$ cat config.mk
export PLATFORM = sky130hd
export DESIGN_NAME = pipeline_stall_controller
export DESIGN_NICKNAME = d
export VERILOG_FILES = /design/src/rtl/pipeline_stall_controller.sv
export SDC_FILE = /design/constraint.sdc
export NUM_CORES = 1
export LEC_CHECK = 0
export ABC_AREA = 1
export CAP_MARGIN = 0
export CORE_MARGIN = 1.5
export CORE_UTILIZATION = 37
export DETAILED_ROUTE_END_ITERATION = 7
export PLACE_DENSITY = 0.74
export SETUP_SLACK_MARGIN = 0.2
export SYNTH_ARGS = -nofsm -noshare
export SYNTH_HDL_FRONTEND = slang
export SYNTH_SLANG_ARGS = --single-unit
$ cat constraint.sdc
create_clock -name clk -period 2 [get_ports clk]
set_clock_uncertainty 0.2 [all_clocks]
set_input_delay 0.3 -clock clk [delete_from_list [all_inputs] [get_ports clk]]
set_output_delay 0.3 -clock clk [all_outputs]
set_load 0.05 [all_outputs]
$ cat src/rtl/pipeline_stall_controller.sv
// Pipeline stall/flush controller.
// Two-state FSM (StRun, StMemWait) with Mealy control outputs. Priority is
// memory stall > branch flush > load-use stall. A 16-bit wait counter drives a
// sticky mem_timeout flag. Optional performance counters are built only when
// the STALL_PERF_CNT_EN macro is defined; otherwise the count outputs are 0.
module pipeline_stall_controller #(
  parameter int unsigned MEM_TIMEOUT = 255,
  parameter int unsigned CNT_W       = 16
) (
  input  logic             clk,
  input  logic             rst,
  input  logic             hazard_Detected,
  input  logic             branch_taken,
  input  logic             mem_req,
  input  logic             mem_ready,
  output logic             freeze_IF,
  output logic             flush_IF,
  output logic             flush_ID,
  output logic             freeze_all,
  output logic             mem_timeout,
  output logic [CNT_W-1:0] hazard_cnt,
  output logic [CNT_W-1:0] mem_stall_cnt,
  output logic [CNT_W-1:0] flush_cnt
);

  localparam logic [15:0] TimeoutVal = 16'(MEM_TIMEOUT);

  typedef enum logic [0:0] {StRun, StMemWait} state_e;

  state_e      state_q, state_d;
  logic [15:0] wait_cnt_q, wait_cnt_d;
  logic        timeout_q, timeout_d;
  logic        mem_stall;

  // In StMemWait the access is still outstanding, so only mem_ready matters.
  assign mem_stall = (state_q == StRun) ? (mem_req & ~mem_ready) : ~mem_ready;

  // Next-state, wait counter, timeout flag and prioritised control outputs.
  always_comb begin
    freeze_IF  = 1'b0;
    flush_IF   = 1'b0;
    flush_ID   = 1'b0;
    freeze_all = 1'b0;
    state_d    = state_q;
    wait_cnt_d = wait_cnt_q;
    timeout_d  = timeout_q;

    if (rst) begin
      state_d    = StRun;
      wait_cnt_d = '0;
      timeout_d  = 1'b0;
    end else begin
      if (mem_stall) begin
        freeze_all = 1'b1;
        freeze_IF  = 1'b1;
        state_d    = StMemWait;
        if (state_q == StRun) begin
          wait_cnt_d = '0;
        end else if (wait_cnt_q < TimeoutVal) begin
          wait_cnt_d = wait_cnt_q + 16'd1;
        end
      end else begin
        state_d = StRun;
        if (branch_taken) begin
          flush_IF = 1'b1;
          flush_ID = 1'b1;
        end else if (hazard_Detected) begin
          freeze_IF = 1'b1;
          flush_ID  = 1'b1;
        end
      end
      if ((state_q == StMemWait) && (wait_cnt_q == TimeoutVal)) begin
        timeout_d = 1'b1;
      end
    end
  end

  // State, wait counter and sticky timeout registers.
  always_ff @(posedge clk) begin
    state_q    <= state_d;
    wait_cnt_q <= wait_cnt_d;
    timeout_q  <= timeout_d;
  end

  assign mem_timeout = timeout_q;

`ifdef STALL_PERF_CNT_EN
  logic [CNT_W-1:0] hazard_cnt_q, mem_stall_cnt_q, flush_cnt_q;
  logic             hazard_hit;

  // A load-use stall is the only case with freeze_IF but no freeze_all.
  assign hazard_hit = freeze_IF & ~freeze_all;

  // Saturating event counters.
  always_ff @(posedge clk) begin
    if (rst) begin
      hazard_cnt_q    <= '0;
      mem_stall_cnt_q <= '0;
      flush_cnt_q     <= '0;
    end else begin
      if (hazard_hit && !(&hazard_cnt_q))      hazard_cnt_q    <= hazard_cnt_q + 1'b1;
      if (freeze_all && !(&mem_stall_cnt_q))   mem_stall_cnt_q <= mem_stall_cnt_q + 1'b1;
      if (flush_IF && !(&flush_cnt_q))         flush_cnt_q     <= flush_cnt_q + 1'b1;
    end
  end

  assign hazard_cnt    = hazard_cnt_q;
  assign mem_stall_cnt = mem_stall_cnt_q;
  assign flush_cnt     = flush_cnt_q;
`else
  assign hazard_cnt    = '0;
  assign mem_stall_cnt = '0;
  assign flush_cnt     = '0;
`endif

endmodule

# == After elaboration in Yosys (flattened, before gate mapping) ==
# Cells that the tools add are included.
# totals
ff_bits,18
input_bits,6
out_inout_bits,53
elab_cells,26
# op_classes
add_sub_neg,1
magnitude_cmp,1
n_eq_ne,2
mux,15
n_bitwise,2
n_reduce_logical,2
# op_table
cell,n
16-bit two-way mux,2
"16-bit by 1-bit adder with 16-bit output, second input constant",1
"16-bit by 8-bit == test with 1-bit output, second input constant",1
"16-bit by 8-bit less-than comparator with 1-bit output, second input constant",1
1-bit two-way mux,13
"2-bit by 1-bit != test with 1-bit output, second input constant",1
2-bit AND reduction,1
1-bit bitwise AND,1
1-bit logical AND,1
1-bit inverter,1

# == Depth between registers and ports, before layout ==
# depth
depth_word,5
mapped_depth,10
ltp_nobuf,10

# == Worst setup path before layout ==
# Ideal clock, no wire load.
# synth_timing
kind,register to output
from,register state_q
to,output flush_IF
t_arrival_ps,1645
required_time_ps,1500
setup_slack_ps,-145
stages_incl_launch_ff,4
path_buffers,0
path_cell_list,dfxtp_1 nor2_1 nor2_4 nor3_1
# synth_via
elab_chain_cells,3
# synth_lines
item,line_no,source
from (decl),30,"state_e state_q, state_d;"
from (signal assigned),80,state_q <= state_d;
1-bit two-way mux,36,assign mem_stall = (state_q == StRun) ? (mem_req & ~mem_ready) : ~mem_ready;
1-bit two-way mux,53,if (mem_stall) begin
1-bit two-way mux,48,if (rst) begin
to (decl),17,"output logic flush_IF,"
# Every way passes these cells.

# == Worst setup path in the final report ==
# layout_timing
from,register state_q
to,output freeze_IF
# layout_via
elab_chain_cells,3
# layout_lines
item,line_no,source
1-bit two-way mux,36,
1-bit two-way mux,53,
1-bit two-way mux,48,
to (decl),16,"output logic freeze_IF,"
# Every way passes these cells.

==> results.md <==
* DR iter-0 viols at 30
* ANT cells at 0
* Routability cong. at 0.874
* Post-Layout Inst Area at 0.00139 sq mm
* Largest area contributor in the netlist: dfxtp_1
* CTS clk-pin slew, worst paths at 0.09 ns
* Finished Layout Cells at 245
* CTS tree: done
* Cell family with most CP delay: flip-flops
* Fin. max-slew vios at 0
* #FFs+latches synth at 18
* Post-route ant nets at 0
* Met3 usage at 1.92%
* WL per Instance at 8.58 um
* # port buffers at 10
* Outcome: finished, final reports clean
* Routed vias/inst at 3.89
* Initial core utilization at 39.7%
* CTS buffer count at 3
* Share of layout cells above drive strength 1 at 18.4%
* GR Overflow Total at 0
* Critical Path RT at 1.50 ns
* Core area at 0.00313 sq mm
* Post-Syn Area at 0.00124 sq mm
* Largest cells by area after synthesis: dfxtp_1 29%, buf_4 29%, nand2_1 10%
* Post-CTS Hold Buffers at 0
* Area after DPL at 0.00128 sq mm
* Synth unique cells at 20
* Crit path buf inv count at 2
* Post-Synthesis Cells at 181
* Clock buffer depth at 2
* First-pass GRT wire length at 3200 um
* Post-Syn Area per Cell at 6.86 sq um
* Clk root buf: clkbuf_4
* CTS sink count at 18
* Total power at 0.906 mW
* Drt total wl at 2100 um
* Leakage power at 0.650 nW
* Detailed placer's ending HPWL at 1610 um
* Hold_ws at 0.158 ns
* Num rows at 20
* Peak Freq at 0.571 GHz
* Clk_lat worst skew at 0.30 ns
* Worst min path class: input pin to flip-flop
* Pwr dens at 651 mW/mm^2
* Final Cycle Share at 87.6%
* Max cap viols at 0
* Vias at 952
* Crit end category: primary output
* Worst Path Max Fanout at 4
* Antenna violations before repair at 0
* Worst VDD drop at 369 uV
* Met2 usage at 18.1%
* Critical Path Source Type: flip-flop
* Period minus WS final at 1.75 ns
* Slowest cell delay on critical path at 0.37 ns
* RSZ-0062 raised after global routing: no
* GRT busiest layer: met2
* Vias in the first global route at 761
* Register area share after synthesis at 29.0%
* Multi-input logic area at 668 sq um
* Setup_tns at 0 ns
* Area Overhead vs Synth at 12.0%
* Fillcell total at 343
* Drc violations at 0
* Setup CP Type: flip-flop to primary output
* Fin. Hold Viols at 0
* Slowest CP cell: dfxtp_4
* Net count, final at 209
* Synth top area share at 29.0%
* CP arrival at 1.25 ns
* Final setup viols at 0
* Ys Warns at 0
* Storage cell area at 367 sq um
* H-tree depth at 1
* GR Util All Layers at 11.5%
* Full die area at 0.00371 sq mm
* Die span in y at 60.9 um
* Placed insts at 236
* Met1 global-route usage at 15.5%
* Largest net degree at the start of global routing at 17
* Setup slack, reg-to-reg at 0.33 ns
* # IOs at 59
* 1st-pass router iterations at 4
* DIE WIDTH at 60.9 um
* Critical path cell sequence: nor2_2 -> nor2_4 -> inv_4 -> a21oi_4 -> buf_12
[layout make-up]
cell class	count	area share, %
Timing Repair Buffer	20	15.3
Multi-Input combinational cell	146	48.1
Inverter	13	3.69
Clock buffer	4	2.61
Sequential cell	18	26.4
Tap cell	44	3.96
[cells by family after synthesis]
kind of cell	synth area share, %
and+or+nand+nor	28.8
buffers and inverters	34.8
DFF	29.0
AOI/OAI and AO/OA	6.05
adders and majority gates	1.01
other	0.302
[synthesized netlist by cell type]
| cell type | number |
|---|---|
| o21ai_0 | 5 |
| ha_1 | 1 |
| inv_1 | 12 |
| dfxtp_1 | 18 |
| nand2_4 | 1 |
| buf_4 | 48 |
| buf_8 | 1 |
| nor3_1 | 4 |
| o21bai_1 | 1 |
| inv_2 | 1 |
| nand3_1 | 8 |
| a21oi_1 | 5 |
| nor2_2 | 1 |
| a21oi_2 | 2 |
| nor2_1 | 32 |
| nor2_4 | 1 |
| nand2_1 | 33 |
| nand2_2 | 4 |
| clkbuf_1 | 2 |
| conb_1 | 1 |
[worst reg2reg max path: stages, from the launching register on]
cell and delay, ns:
dfxtp_2 0.35, ha_1 0.22, nand2_2 0.10, nor2_2 0.04, nand2_1 0.10, nand2_2 0.08
nand2_2 0.15, nand2_8 0.12, o21ai_0 0.17, nor2_1 0.05
[power breakdown]
group | switching, mW | total (mW) | internal (mW)
combinational | 0.260 | 0.312 | 0.0523
clock | 0.116 | 0.227 | 0.111
sequential | 0.00466 | 0.366 | 0.362
total | 0.381 | 0.906 | 0.525
[cell usage in the layout (no fill, tap or decap), types with 8 or more instances in the layout]
cell | netlist | final
buf_4 | 48 | 11
conb_1 | 1 | 48
dfxtp_1 | 18 | 15
inv_1 | 12 | 12
nand2_1 | 33 | 33
nand3_1 | 8 | 8
nor2_1 | 32 | 29
[metrics by stage]
| stage | worst slack, ns | utilization (%) |
|---|---|---|
| after floorplan | 0.267 | - |
| after global placement | 0.138 | 40.9 |
| after detailed placement | 0.123 | 40.9 |
| after CTS | 0.191 | 43.0 |
| after global routing | 0.180 | 44.4 |
| final | 0.248 | 44.4 |
[path summary, 6_finish.rpt]
| path | from | to | depth (start not counted) |
|---|---|---|---|
| worst min register to register | wait_cnt_q[9] | wait_cnt_q[9] | 2 |
| worst max register to register | wait_cnt_q[0] | wait_cnt_q[0] | 9 |
| worst min-delay path | mem_ready | state_q | 4 |
| worst max-delay path | state_q | freeze_IF | 5 |
[layer usage]
metal	routed length, um	up-vias
met5	0	-
met4	21	0
met3	71	2
met2	1060	29
met1	950	420
li1	-	501
[registers in the layout, indices dropped and copies added (netlist names)]
name / cells
mem_timeout: 1
wait_cnt_q: 16
state_q: 1
[what timing repair did]
action / CTS / global route
gates resized for setup: 7 / 7
buffers inserted: 2 / 3
setup endpoints to repair: 4 / 15
pin swaps: 2 / 1
Power figures use the tool's default switching activity.
